[config.mk]
export PLATFORM = sky130hd
export DESIGN_NAME = strobe_monitor
export DESIGN_NICKNAME = d
export VERILOG_FILES = /design/src/rtl/strobe_monitor.sv
export SDC_FILE = /design/constraint.sdc
export NUM_CORES = 1
export LEC_CHECK = 0
export ABC_CLOCK_PERIOD_IN_PS = 4000
export BUFFER_PORTS_ARGS = -buffer_cell sky130_fd_sc_hd__buf_2
export CAP_MARGIN = 20
export CORE_MARGIN = 5
export CORE_UTILIZATION = 48
export CTS_CLUSTER_DIAMETER = 100
export DETAILED_ROUTE_END_ITERATION = 10
export PLACE_DENSITY = 0.65
export SLEW_MARGIN = 0
export SYNTH_ARGS = -nofsm -noshare
export SYNTH_HDL_FRONTEND = slang
export SYNTH_SLANG_ARGS = --single-unit
[constraint.sdc]
create_clock -name clk -period 4 [get_ports clk]
set_input_delay 0.2 -clock clk [delete_from_list [all_inputs] [get_ports clk]]
set_output_delay 0.2 -clock clk [all_outputs]
set_load 0.005 [all_outputs]
[src/rtl/strobe_monitor.sv]
// Receive side of the slow-strobe scheme: synchronises a slow toggling strobe,
// ticks on rising edges, measures the edge-to-edge period and tracks lock/loss.
module strobe_monitor #(
   parameter int SYNC_STAGES = 2,
   parameter int PERIOD_W    = 20,
   parameter int TIMEOUT     = 500_000,
   parameter int TOL         = 4,
   parameter int LOCK_COUNT  = 3
) (
   input  logic                clk,
   input  logic                rst_n,
   input  logic                strobe_in,
   output logic                tick,
   output logic [PERIOD_W-1:0] period,
   output logic                period_valid,
   output logic                locked,
   output logic                lost
);

   localparam int MW = $clog2(LOCK_COUNT + 1);
   localparam logic [PERIOD_W-1:0] TIMEOUT_C = PERIOD_W'(TIMEOUT);
   localparam logic [PERIOD_W-1:0] TOL_C     = PERIOD_W'(TOL);
   localparam logic [PERIOD_W-1:0] CNT_MAX   = '1;
   localparam logic [MW-1:0]       LOCK_C    = MW'(LOCK_COUNT);

   typedef enum logic [1:0] {
      IDLE    = 2'd0,
      MEASURE = 2'd1,
      TRACK   = 2'd2,
      LOST    = 2'd3
   } state_t;

   logic [SYNC_STAGES-1:0] sync_q;
   logic                   prev_q;
   logic                   sync_out;
   logic                   rise;

   state_t                 state, state_n;
   logic [PERIOD_W-1:0]    cnt, cnt_n;
   logic [PERIOD_W-1:0]    prev_period, prev_period_n;
   logic [PERIOD_W-1:0]    period_n;
   logic [PERIOD_W-1:0]    diff;
   logic [MW-1:0]          match_cnt, match_n, match_inc;
   logic                   tick_n, period_valid_n, locked_n, lost_n;

   // Metastability chain followed by the edge register holding the previous sample
   always_ff @(posedge clk or negedge rst_n) begin
      if (!rst_n) begin
         sync_q <= '0;
         prev_q <= 1'b0;
      end else begin
         sync_q <= {sync_q[SYNC_STAGES-2:0], strobe_in};
         prev_q <= sync_q[SYNC_STAGES-1];
      end
   end

   assign sync_out = sync_q[SYNC_STAGES-1];
   assign rise     = sync_out & ~prev_q;

   always_ff @(posedge clk or negedge rst_n) begin
      if (!rst_n) begin
         state        <= IDLE;
         cnt          <= '0;
         match_cnt    <= '0;
         prev_period  <= '0;
         period       <= '0;
         tick         <= 1'b0;
         period_valid <= 1'b0;
         locked       <= 1'b0;
         lost         <= 1'b0;
      end else begin
         state        <= state_n;
         cnt          <= cnt_n;
         match_cnt    <= match_n;
         prev_period  <= prev_period_n;
         period       <= period_n;
         tick         <= tick_n;
         period_valid <= period_valid_n;
         locked       <= locked_n;
         lost         <= lost_n;
      end
   end

   assign diff      = (cnt >= prev_period) ? (cnt - prev_period) : (prev_period - cnt);
   assign match_inc = (match_cnt == LOCK_C) ? match_cnt : match_cnt + MW'(1);

   // A rise always takes priority over the timeout, so a period of exactly
   // TIMEOUT cycles is still measured rather than reported as lost.
   always_comb begin
      state_n        = state;
      cnt_n          = rise ? PERIOD_W'(1) : ((cnt == CNT_MAX) ? cnt : cnt + PERIOD_W'(1));
      match_n        = match_cnt;
      prev_period_n  = prev_period;
      period_n       = period;
      tick_n         = rise;
      period_valid_n = 1'b0;
      locked_n       = locked;
      lost_n         = lost;

      unique case (state)
         IDLE: begin
            if (rise) begin
               state_n = MEASURE;
            end else if (cnt == TIMEOUT_C) begin
               state_n  = LOST;
               lost_n   = 1'b1;
               locked_n = 1'b0;
               match_n  = '0;
            end
         end
         MEASURE: begin
            if (rise) begin
               state_n        = TRACK;
               period_n       = cnt;
               period_valid_n = 1'b1;
               prev_period_n  = cnt;
               match_n        = '0;
            end else if (cnt == TIMEOUT_C) begin
               state_n  = LOST;
               lost_n   = 1'b1;
               locked_n = 1'b0;
               match_n  = '0;
            end
         end
         TRACK: begin
            if (rise) begin
               period_n       = cnt;
               period_valid_n = 1'b1;
               prev_period_n  = cnt;
               if (diff <= TOL_C) begin
                  match_n  = match_inc;
                  locked_n = (match_inc == LOCK_C);
               end else begin
                  match_n  = '0;
                  locked_n = 1'b0;
               end
            end else if (cnt == TIMEOUT_C) begin
               state_n  = LOST;
               lost_n   = 1'b1;
               locked_n = 1'b0;
               match_n  = '0;
            end
         end
         LOST: begin
            lost_n   = 1'b1;
            locked_n = 1'b0;
            match_n  = '0;
            if (rise) begin
               state_n = MEASURE;
               lost_n  = 1'b0;
            end
         end
         default: begin
            state_n = IDLE;
         end
      endcase
   end

endmodule
; ---- Word-level counts from Yosys, hierarchy flattened
; Index checks and enable logic that the tools add are counted.
[classes]
addsub = 4
multipliers = 0
n_div = 0
n_lt_le_gt_ge = 2
eq_ne = 14
n_shift = 0
n_mux = 27
bitwise = 2
n_reduce_logical = 7
[op_table]
columns = op, count
row1 = $mux W20, 3
row2 = $sub A20 B20 Y20, 2
row3 = $mux W2, 11
row4 = $add A20 B1 Y20 const B, 1
row5 = $eq A20 B19 Y1 const B, 1
row6 = $eq A20 B20 Y1 const B, 1
row7 = $ge A20 B20 Y1, 1
row8 = $le A20 B3 Y1 const B, 1
row9 = $pmux W2 S4, 2
row10 = $ne A2 B2 Y1 const B, 6
row11 = $mux W1, 9
row12 = $eq A2 B2 Y1 const B, 4
row13 = $reduce_and A2 Y1, 3
row14 = $reduce_or A2 Y1, 2
row15 = $pmux W1 S3, 1
row16 = $reduce_or A3 Y1, 1
row17 = $add A2 B1 Y2 const B, 1
row18 = $eq A2 B1 Y1 const B, 1
row19 = $logic_not A2 Y1, 1
row20 = $ne A2 B1 Y1 const B, 1
row21 = $pmux W1 S2, 1
row22 = $and A1 B1 Y1, 1
row23 = $not A1 Y1, 1
[totals]
reg_bits = 51
latch_bits = 0
mem_bits_rw = 0
romBits = 0
in_bits = 3
output_inout_bits = 24
word_cells = 66
memories = 0

; ---- Depth between registers and ports, before layout
; Gate-level depths: netlist (run 1).
[depth]
word_depth = 6
mapped_depth = 13
mapped_depth_nobuf = 12

; ---- Least setup slack after synthesis (run 1)
; Ideal clock, no wire load.
[synth_path]
path_type = register -> register
startpoint = register prev_period[3]
endpoint = register match_cnt[1]
setup_ps = 77
arrival_ps = 2746
slack_ps = 1177
stages_incl_launch_ff = 14
n_path_buf = 1
synth_period_minus_slack_ps = 2823
path_cell_list = dfrtp_1 > inv_1 > ha_1 > buf_6 > nand4_1 > o21ba_4 > o31ai_4 > a21boi_1 > or3_1 > a2111oi_2 > mux2i_1 > a211oi_1 > nand4_1 > a21oi_1
[synth_via]
elab_chain_len = 6
word_cells_on_any_way = 8
cone_classes = add/sub: 2 / order compare: 2 / mux: 4
[synth_lines]
columns = item, line_no
row1 = start: declaration, 40  ; logic [PERIOD_W-1:0] prev_period, prev_period_n;
row2 = start signal: assignment, 75  ; prev_period <= prev_period_n;
row3 = $sub A20 B20 Y20 or $ge A20 B20 Y1 (tied branches), 84  ; assign diff = (cnt >= prev_period) ? (cnt - prev_period) : (prev_period - cnt);
row4 = $mux W20 *, 84
row5 = $le A20 B3 Y1 *, 130  ; if (diff <= TOL_C) begin
row6 = $mux W2 *, 130
row7 = $mux W2 *, 126  ; if (rise) begin
row8 = $pmux W2 S4 *, 100  ; unique case (state)
row9 = end signal: assignment, 74  ; match_cnt <= match_n;
row10 = end: declaration, 43  ; logic [MW-1:0] match_cnt, match_n, match_inc;
; Mark *: on every way between the ends. The rest lies on a longest branch, timed or not.
; A chain may end at the register's enable or synchronous reset.

; ---- Final worst setup path (run 1)
[layout_path]
startpoint = register cnt[5]
endpoint = register match_cnt[1]
[layout_via]
elab_chain_len = 6
word_cells_on_any_way = 12
cone_classes = add/sub: 2 / order compare: 2 / eq/ne: 1 / mux: 7
[layout_lines]
columns = item, line_no
row1 = start: declaration, 39  ; logic [PERIOD_W-1:0] cnt, cnt_n;
row2 = start signal: assignment, 73  ; cnt <= cnt_n;
row3 = $sub A20 B20 Y20 or $ge A20 B20 Y1 (tied branches), 84
row4 = $mux W20, 84
row5 = $le A20 B3 Y1, 130
row6 = $mux W2, 130
row7 = $mux W2, 126
row8 = $pmux W2 S4 *, 100
; Mark *: on every way between the ends. The rest lies on a longest branch, timed or not. The select of a mux whose other input is x is not followed.

==> results of run 1 <==
==> kinds of logic after synthesis <==
kind of cell | Yosys count | share of synthesized area (%)
AOI/OAI and AO/OA | 148 | 22.5
xor gates and xnor gates | 40 | 8.02
adders and majority gates | 45 | 12.9
buffers and inverters | 72 | 7.45
DFF | 51 | 29.2
muxes | 5 | 1.17
and+or+nand+nor | 176 | 18.7
==> power by group through the flow <==
stage          registers, mW  clock network, mW  logic [mW]
6_report               0.625              0.339        2.02
5_1_grt                0.638              0.369        2.19
4_1_cts                0.626              0.349        1.99
3_5_place_dp           0.636                  0        1.98
3_3_place_gp           0.630                  0        1.97
2_1_floorplan          0.625                  0        1.56
==> through the flow <==
stage	area (um^2)	util [%]	instances	setup slack [ns]	total power [mW]
global route	4630	52.6	660	0.377	3.20
global placement	4510	51.3	651	0.811	2.60
CTS	4630	52.6	660	0.674	2.97
finish	4630	52.6	660	0.626	2.99
detailed placement	4510	51.3	651	0.703	2.62
floorplan	4370	-	537	1.18	2.19
==> cell usage in the layout, fill, tap and decap left out, types with 2 or more instances in the layout <==
master and count:
nand4_1 13, a21o_1 9, a22oi_1 2, ha_1 45, a21oi_1 43, o31ai_4 2, and2_1 2, nor2b_1 3
dfrtp_1 51, o2bb2ai_1 2, nand3_1 10, nor3b_1 3, xor2_1 11, mux2i_1 4, buf_2 26, xnor2_1 29
o221ai_1 4, nor4_1 8, or3_1 6, a221oi_1 2, nor2_1 46, nand2_1 63, a31oi_1 7, inv_1 48
nor3_1 9, buf_4 3, a211oi_1 2, clkbuf_8 7, o21a_1 3, o21ai_0 47, a2111oi_2 3, o211ai_1 4
a21boi_0 2, nand2b_1 5
==> registers in the layout (all words and copies together), names as in the netlist <==
name / count
locked: 1
prev_period: 20
cnt: 20
state: 2
tick: 1
match_cnt: 2
lost: 1
sync_q: 2
period_valid: 1
prev_q: 1
==> timing repair <==
action	CTS	global route
resized for setup	0	0
endpoints found under the hold margin	1	0
hold buffers	1	0
==> final cells by class <==
cell class	count	area, um^2	area share (%)
multi-input combinational	414	2770	59.8
sequential	51	1280	27.6
inverter	49	184	3.97
timing repair buffer	30	163	3.51
tap	108	135	2.92
clock buffer	7	96.3	2.08
clock inverter	1	7.51	0.162
==> worst max-delay path: cells and delay by family (launching register included) <==
family                     cells  cell delay [ns]
AOI/OAI and AO/OA              5             1.11
and+or+nand+nor                3             0.81
DFF                            1             0.47
adders and majority gates      1             0.44
muxes                          1             0.32
xor gates and xnor gates       1             0.15
==> Yosys cell counts (all sizes together), types with 4 or more instances <==
cell,count
nand2,63
ha,45
nor2b,4
nand4,13
o21ai,48
o211ai,4
buf,8
nor3,9
dfrtp,51
mux2i,4
xnor2,29
clkbuf,15
a21o,9
a21oi,44
nand2b,5
a2111oi,4
or3,6
a31oi,7
inv,48
nand3,10
a21boi,4
nor2,47
nor4,8
xor2,11
o221ai,4
==> metal layers <==
layer / GRT usage [%] / routed length, um / vias to the layer above
li1: - / - / 1887
met1: 30.9 / 5500 / 1822
met2: 34.7 / 5390 / 140
met3: 2.51 / 600 / 18
met4: 6.09 / 174 / 0
met5: 0 / 0 / -
==> how the worst max path moves through the flow <==
stage	startpoint	to	cells past startpoint
after floorplan	prev_period[3]	match_cnt[1]	13
after global placement	cnt[5]	match_cnt[1]	11
after detailed placement	cnt[2]	match_cnt[0]	11
after CTS	cnt[3]	match_cnt[1]	11
after global routing	cnt[3]	match_cnt[0]	11
final	cnt[5]	match_cnt[1]	11
==> flow_summary_export.csv, run 1 <==
group,metric,value,unit
run_status,run_status,"complete, but fails checks",
run_status,violations_in_the_final_reports,"negative hold slack",
synthesis,synth-async-reset-ratio,100,%
global_routing,grt_first_pass_wirelength,19700,um
hold_path,holdCritPathClass,"input port to async pin",
clock_network,cts-buffers-inserted,5,
setup_path,crit_path_max_incr_delay,0.47,ns
layout,fill_cells,848,
setup_path,critical_path.reg2reg.endpoint,"match_cnt[1]",
timing,final.setup.tns,0,ns
die,floorplan.die.height,105,um
clock_network,root_buffer,"clkbuf_8",
synthesis,syn_area,0.00437,mm^2
setup_path,crit-reg2reg-launch,"cnt[5]",
pwr,ir_worst_vdd,0.289,mV
clock_network,clock_insertion_delay_worst_skew,0.31,ns
global_routing,antenna_found_initial,0,
route,route.final.wire_length,11700,um
timing,period_share,84.3,%
pwr,internal-power,1.57,mW
timing,grt_setup_unrepaired,"false",
route,drt_first_iter_violations,202,
pwr,comb_power_share,67.7,%
clock_network,clock_sinks,51,
clock_network,reg_clk_slew_reported_paths,0.10,ns
timing,worst_clock_skew_on_the_final_layout,0.0103,ns
placed_design,place.detailed.hpwl,9340,um
setup_path,critical_path.cell_chain,"ha_1 -> nand4_1 -> a21oi_1 -> o31ai_4 -> a311oi_2 -> nor2_2 -> mux2i_1 -> xnor2_1 -> a211oi_1 -> nand4_1 -> a21oi_1",
clock_network,tritoncts,"yes",
pwr,pwr-share-clk,11.3,%
timing,final_hold_violations,3,
die,number_of_cell_rows,34,
route,dr.pass1.iters,7,
route,wire_per_inst,17.7,um
placed_design,placement.io_buffers,26,
setup_path,timing.critical_path.arrival,3.61,ns
clock_network,h-tree-depth,2,
setup_path,cpMaxStageDelayCell,"dfrtp_1",
layout,syn2layout_area_growth,5.96,%
die,start_util,49.6,%
setup_path,critical_path_required,4.24,ns
setup_path,reg2reg_slack,0.63,ns
global_routing,grt_pass1_vias,3779,
pwr,total_leakage_power,2.15,nW
synthesis,ys_ff_latch,51,
die,top_level_ports,27,
die,dieArea,0.0111,mm^2
synthesis,share_of_the_synthesized_area_in_the_top_cell_type,29.2,%
pwr,power.switching,1.42,mW
pwr,power.density,645,mW/mm^2
synthesis,synthesis.yosys.warnings,0,
setup_path,timing.reg2reg.worst_path_depth,11,
layout,final_layout_size_suffix_gt1_share,9.60,%
placed_design,routabilityCongestion,0.922,
layout,nNetsFinal,599,
pwr,seq_power_share,20.9,%
synthesis,syn_nets,585,
route,ant_nets,0,
route,route.detailed.vias_per_inst,5.86,
global_routing,global_route.usage.total,21.7,%
layout,final_antenna_diode_count,0,
die,core_region_area,0.00881,mm^2
synthesis,netlist_instances,537,
clock_network,cts_buffer_depth,2,
synthesis,synth-seq-area-share,29.2,%
timing,finalCriticalPeriod,3.37,ns
global_routing,pin_count_of_the_biggest_net_entering_global_routing,52,
timing,finalSetupViolCount,0,
flow_run,maxCapViolations,0,
timing,timing.final.max_slew_violations,0,
setup_path,cp-start-kind,"flop",
timing,worst_hold_check_slack,-0.00445,ns
route,route.vias.total,3867,
global_routing,remaining_overflow_grt,0,
synthesis,synth_area_leader_cell,"dfrtp_1",
timing,worst_pin_slew,0.668,ns
synthesis,synth-edff-count,0,
synthesis,synthTopCellsByArea,"dfrtp_1 (29%), ha_1 (13%), xnor2_1 (5.8%), nand2_1 (5.4%), o21ai_0 (5.4%)",
pwr,power_switching_share,47.5,%
synthesis,avgSynthCellArea,8.13,um^2
die,die_w,105,um
setup_path,cp-end-kind,"flop",
synthesis,synth-main-ff-cell,"dfrtp_1",
clock_network,post-cts-setup-buffer-count,0,
setup_path,worstPathMaxFanout,9,
synthesis,library_cells_used_by_synthesis,65,
setup_path,timing_worst_setup_path_type,"flop to flop",
route,route.detailed.drc,0,
timing,slew-limit-headroom,55.1,%
timing,max_freq,296,MHz
Note: power is estimated with default switching activity, not from simulation.
==> inputs of run 2 (changes only) <==
--- a/config.mk
+++ b/config.mk
@@ -5,14 +5,14 @@
 export SDC_FILE = /design/constraint.sdc
 export NUM_CORES = 1
 export LEC_CHECK = 0
-export ABC_CLOCK_PERIOD_IN_PS = 4000
+export ABC_CLOCK_PERIOD_IN_PS = 2940
 export BUFFER_PORTS_ARGS = -buffer_cell sky130_fd_sc_hd__buf_2
 export CAP_MARGIN = 20
 export CORE_MARGIN = 5
 export CORE_UTILIZATION = 48
 export CTS_CLUSTER_DIAMETER = 100
 export DETAILED_ROUTE_END_ITERATION = 10
-export PLACE_DENSITY = 0.65
+export PLACE_DENSITY = 0.68
 export SLEW_MARGIN = 0
 export SYNTH_ARGS = -nofsm -noshare
 export SYNTH_HDL_FRONTEND = slang
==> constraint.sdc (replaced) <==
create_clock -name clk -period 2.94 [get_ports clk]
set_input_delay 0.147 -clock clk [delete_from_list [all_inputs] [get_ports clk]]
set_output_delay 0.147 -clock clk [all_outputs]
set_load 0.005 [all_outputs]
==> flow_summary_export.csv, run 2 (synthesis results as in run 1) <==
group,metric,value,unit
timing,timing.final.max_slew_violations,0,
layout,sequential_cell_area,0.00128,mm^2
clock_network,cts_buffer_depth,2,
clock_network,h-tree-depth,2,
die,die_w,105,um
placed_design,placement.io_buffers,26,
route,route.detailed.drc,0,
die,start_util,49.6,%
placed_design,placedInstanceArea,0.00529,mm^2
clock_network,reg_clk_slew_reported_paths,0.10,ns
placed_design,place_ws,-0.190,ns
pwr,internal-power,2.98,mW
setup_path,critical_path_required,3.18,ns
global_routing,grt_pass1_vias,4394,
global_routing,antenna_found_initial,0,
timing,finalSetupViolCount,2,
setup_path,worstPathMaxFanout,7,
layout,syn2layout_area_growth,31.7,%
layout,final_layout_size_suffix_gt1_share,30.2,%
hold_path,holdCritPathClass,"flop to flop",
setup_path,timing.reg2reg.worst_path_depth,12,
setup_path,cp-end-kind,"flop",
pwr,power.switching,2.30,mW
route,ant_nets,0,
pwr,p_total,5.28,mW
timing,worst_pin_slew,0.600,ns
timing,grt_setup_unrepaired,"true",
route,drt_first_iter_violations,238,
setup_path,cp-start-kind,"flop",
clock_network,cts-buffers-inserted,5,
clock_network,tritoncts,"yes",
global_routing,grt_first_pass_wirelength,22200,um
route,route.detailed.vias_per_inst,5.62,
pwr,pwr-share-clk,8.7,%
placed_design,place.detailed.hpwl,10800,um
die,number_of_cell_rows,34,
hold_path,timing.hold.worst_path_depth,0,
layout,mostFrequentLayoutCell,"buf_4",
timing,final_hold_violations,0,
pwr,ir_worst_vdd,0.485,mV
layout,multi_input_area,0.00308,mm^2
timing,worst_clock_skew_on_the_final_layout,0.00743,ns
clock_network,clock_sinks,51,
layout,final_area,0.00575,mm^2
setup_path,timing_worst_setup_path_type,"flop to flop",
flow_run,maxCapViolations,0,
layout,fill_cells,746,
die,core_region_area,0.00881,mm^2
setup_path,timing.critical_path.arrival,3.22,ns
die,top_level_ports,27,
pwr,seq_power_share,15.8,%
timing,worst_hold_check_slack,0.363,ns
route,wire_per_inst,17.6,um
run_status,violations_in_the_final_reports,"negative setup slack",
global_routing,remaining_overflow_grt,0,
layout,layout.cells.most_common_list,"buf_4 (108), nand2_1 (63), dfrtp_1 (50), inv_1 (48), nor2_1 (44)",
run_status,run_status,"complete, but fails checks",
route,route.vias.total,4311,
timing,worst_slack,-0.0469,ns
clock_network,root_buffer,"clkbuf_8",
pwr,power.density,918,mW/mm^2
pwr,power_switching_share,43.6,%
timing,max_freq,335,MHz
placed_design,place.detailed.instances,754,
route,route.final.wire_length,13500,um
pwr,comb_power_share,75.5,%
layout,top_regs,"cnt (20), prev_period (20)",
timing,slew-limit-headroom,60.0,%
layout,nNetsFinal,706,
pwr,total_leakage_power,2.71,nW
global_routing,global_route.usage.total,24.7,%
placed_design,routabilityCongestion,0.966,
route,dr.pass1.iters,5,
layout,final_antenna_diode_count,0,
global_routing,pin_count_of_the_biggest_net_entering_global_routing,28,
layout,final_cell_count_no_fill,767,
die,floorplan.die.height,105,um
timing,finalCriticalPeriod,2.99,ns
clock_network,clock_insertion_delay_worst_skew,0.31,ns
timing,period_share,102,%
die,dieArea,0.0111,mm^2
-- run 2: changes by cell type in the layout (fill, tap and decap cells not counted), moves of 5 or more --
cell,previous run,this run
buf_4,3,108
ha_1,45,34
ha_4,0,8
a21oi_1,43,37
a21oi_2,0,5
or3_1,6,1
or3_4,0,5
-- run 2: layer usage --
metal	share of wire [%]	track usage (%)	vias up
li1	-	-	2103
met1	45	34.2	2016
met2	45	38.9	156
met3	6.3	4.16	36
met4	3.2	8.72	0
met5	0	0	-
-- run 2: repair_timing --
action / 4_1_cts / 5_1_grt
pin swaps: 13 / 12
gates resized for setup: 35 / 24
endpoints found under the setup margin: 3 / 3
setup buffers: 1 / 2
hold buffers: 2 / 0
endpoints found under the hold margin: 27 / 0
-- run 2: cell type report --
class / count / share of cell area [%]
Multi-Input combinational cell: 414 / 53.5
Sequential cell: 51 / 22.2
Timing Repair Buffer: 137 / 16.9
Inverter: 49 / 3.20
Tap cell: 108 / 2.35
Clock buffer: 7 / 1.67
Clock inverter: 1 / 0.130
-- run 2: final timing paths --
| path | startpoint | to | slack, ns |
|---|---|---|---|
| worst max-delay path | cnt[9] | match_cnt[1] | -0.05 |
| worst min-delay path | sync_q[0] | sync_q[1] | 0.36 |
| worst max register to register | cnt[9] | match_cnt[1] | -0.05 |
| worst min register to register | sync_q[0] | sync_q[1] | 0.36 |
| max in group asynchronous | rst_n | prev_period[13] | 1.79 |
| min in group asynchronous | rst_n | sync_q[0] | 0.37 |
-- run 2: critical path, stage by stage, from the launching register on --
cell and delay [ns]:
dfrtp_1 0.44, ha_2 0.42, nand2_1 0.11, buf_4 0.17, nor2_1 0.32, buf_4 0.21, a31oi_1 0.10, xnor2_1 0.18
a2111oi_4 0.35, mux2i_2 0.17, a211oi_2 0.17, nand4_1 0.15, a21oi_1 0.16
-- run 2: per-stage QoR --
stage | util [%] | setup TNS, ns
3_3_place_gp | 60.0 | -0.109
2_1_floorplan | - | 0
6_report | 65.3 | -0.0788
5_1_grt | 65.3 | -0.466
3_5_place_dp | 60.0 | -0.516
4_1_cts | 63.7 | 0
-- run 2: power by group through the flow --
stage | registers (mW) | logic, mW | clock network, mW
after global routing | 0.845 | 4.28 | 0.500
after global placement | 0.831 | 3.28 | 0
after floorplan | 0.850 | 2.12 | 0
after CTS | 0.833 | 3.65 | 0.467
after detailed placement | 0.838 | 3.31 | 0
final | 0.835 | 3.99 | 0.457
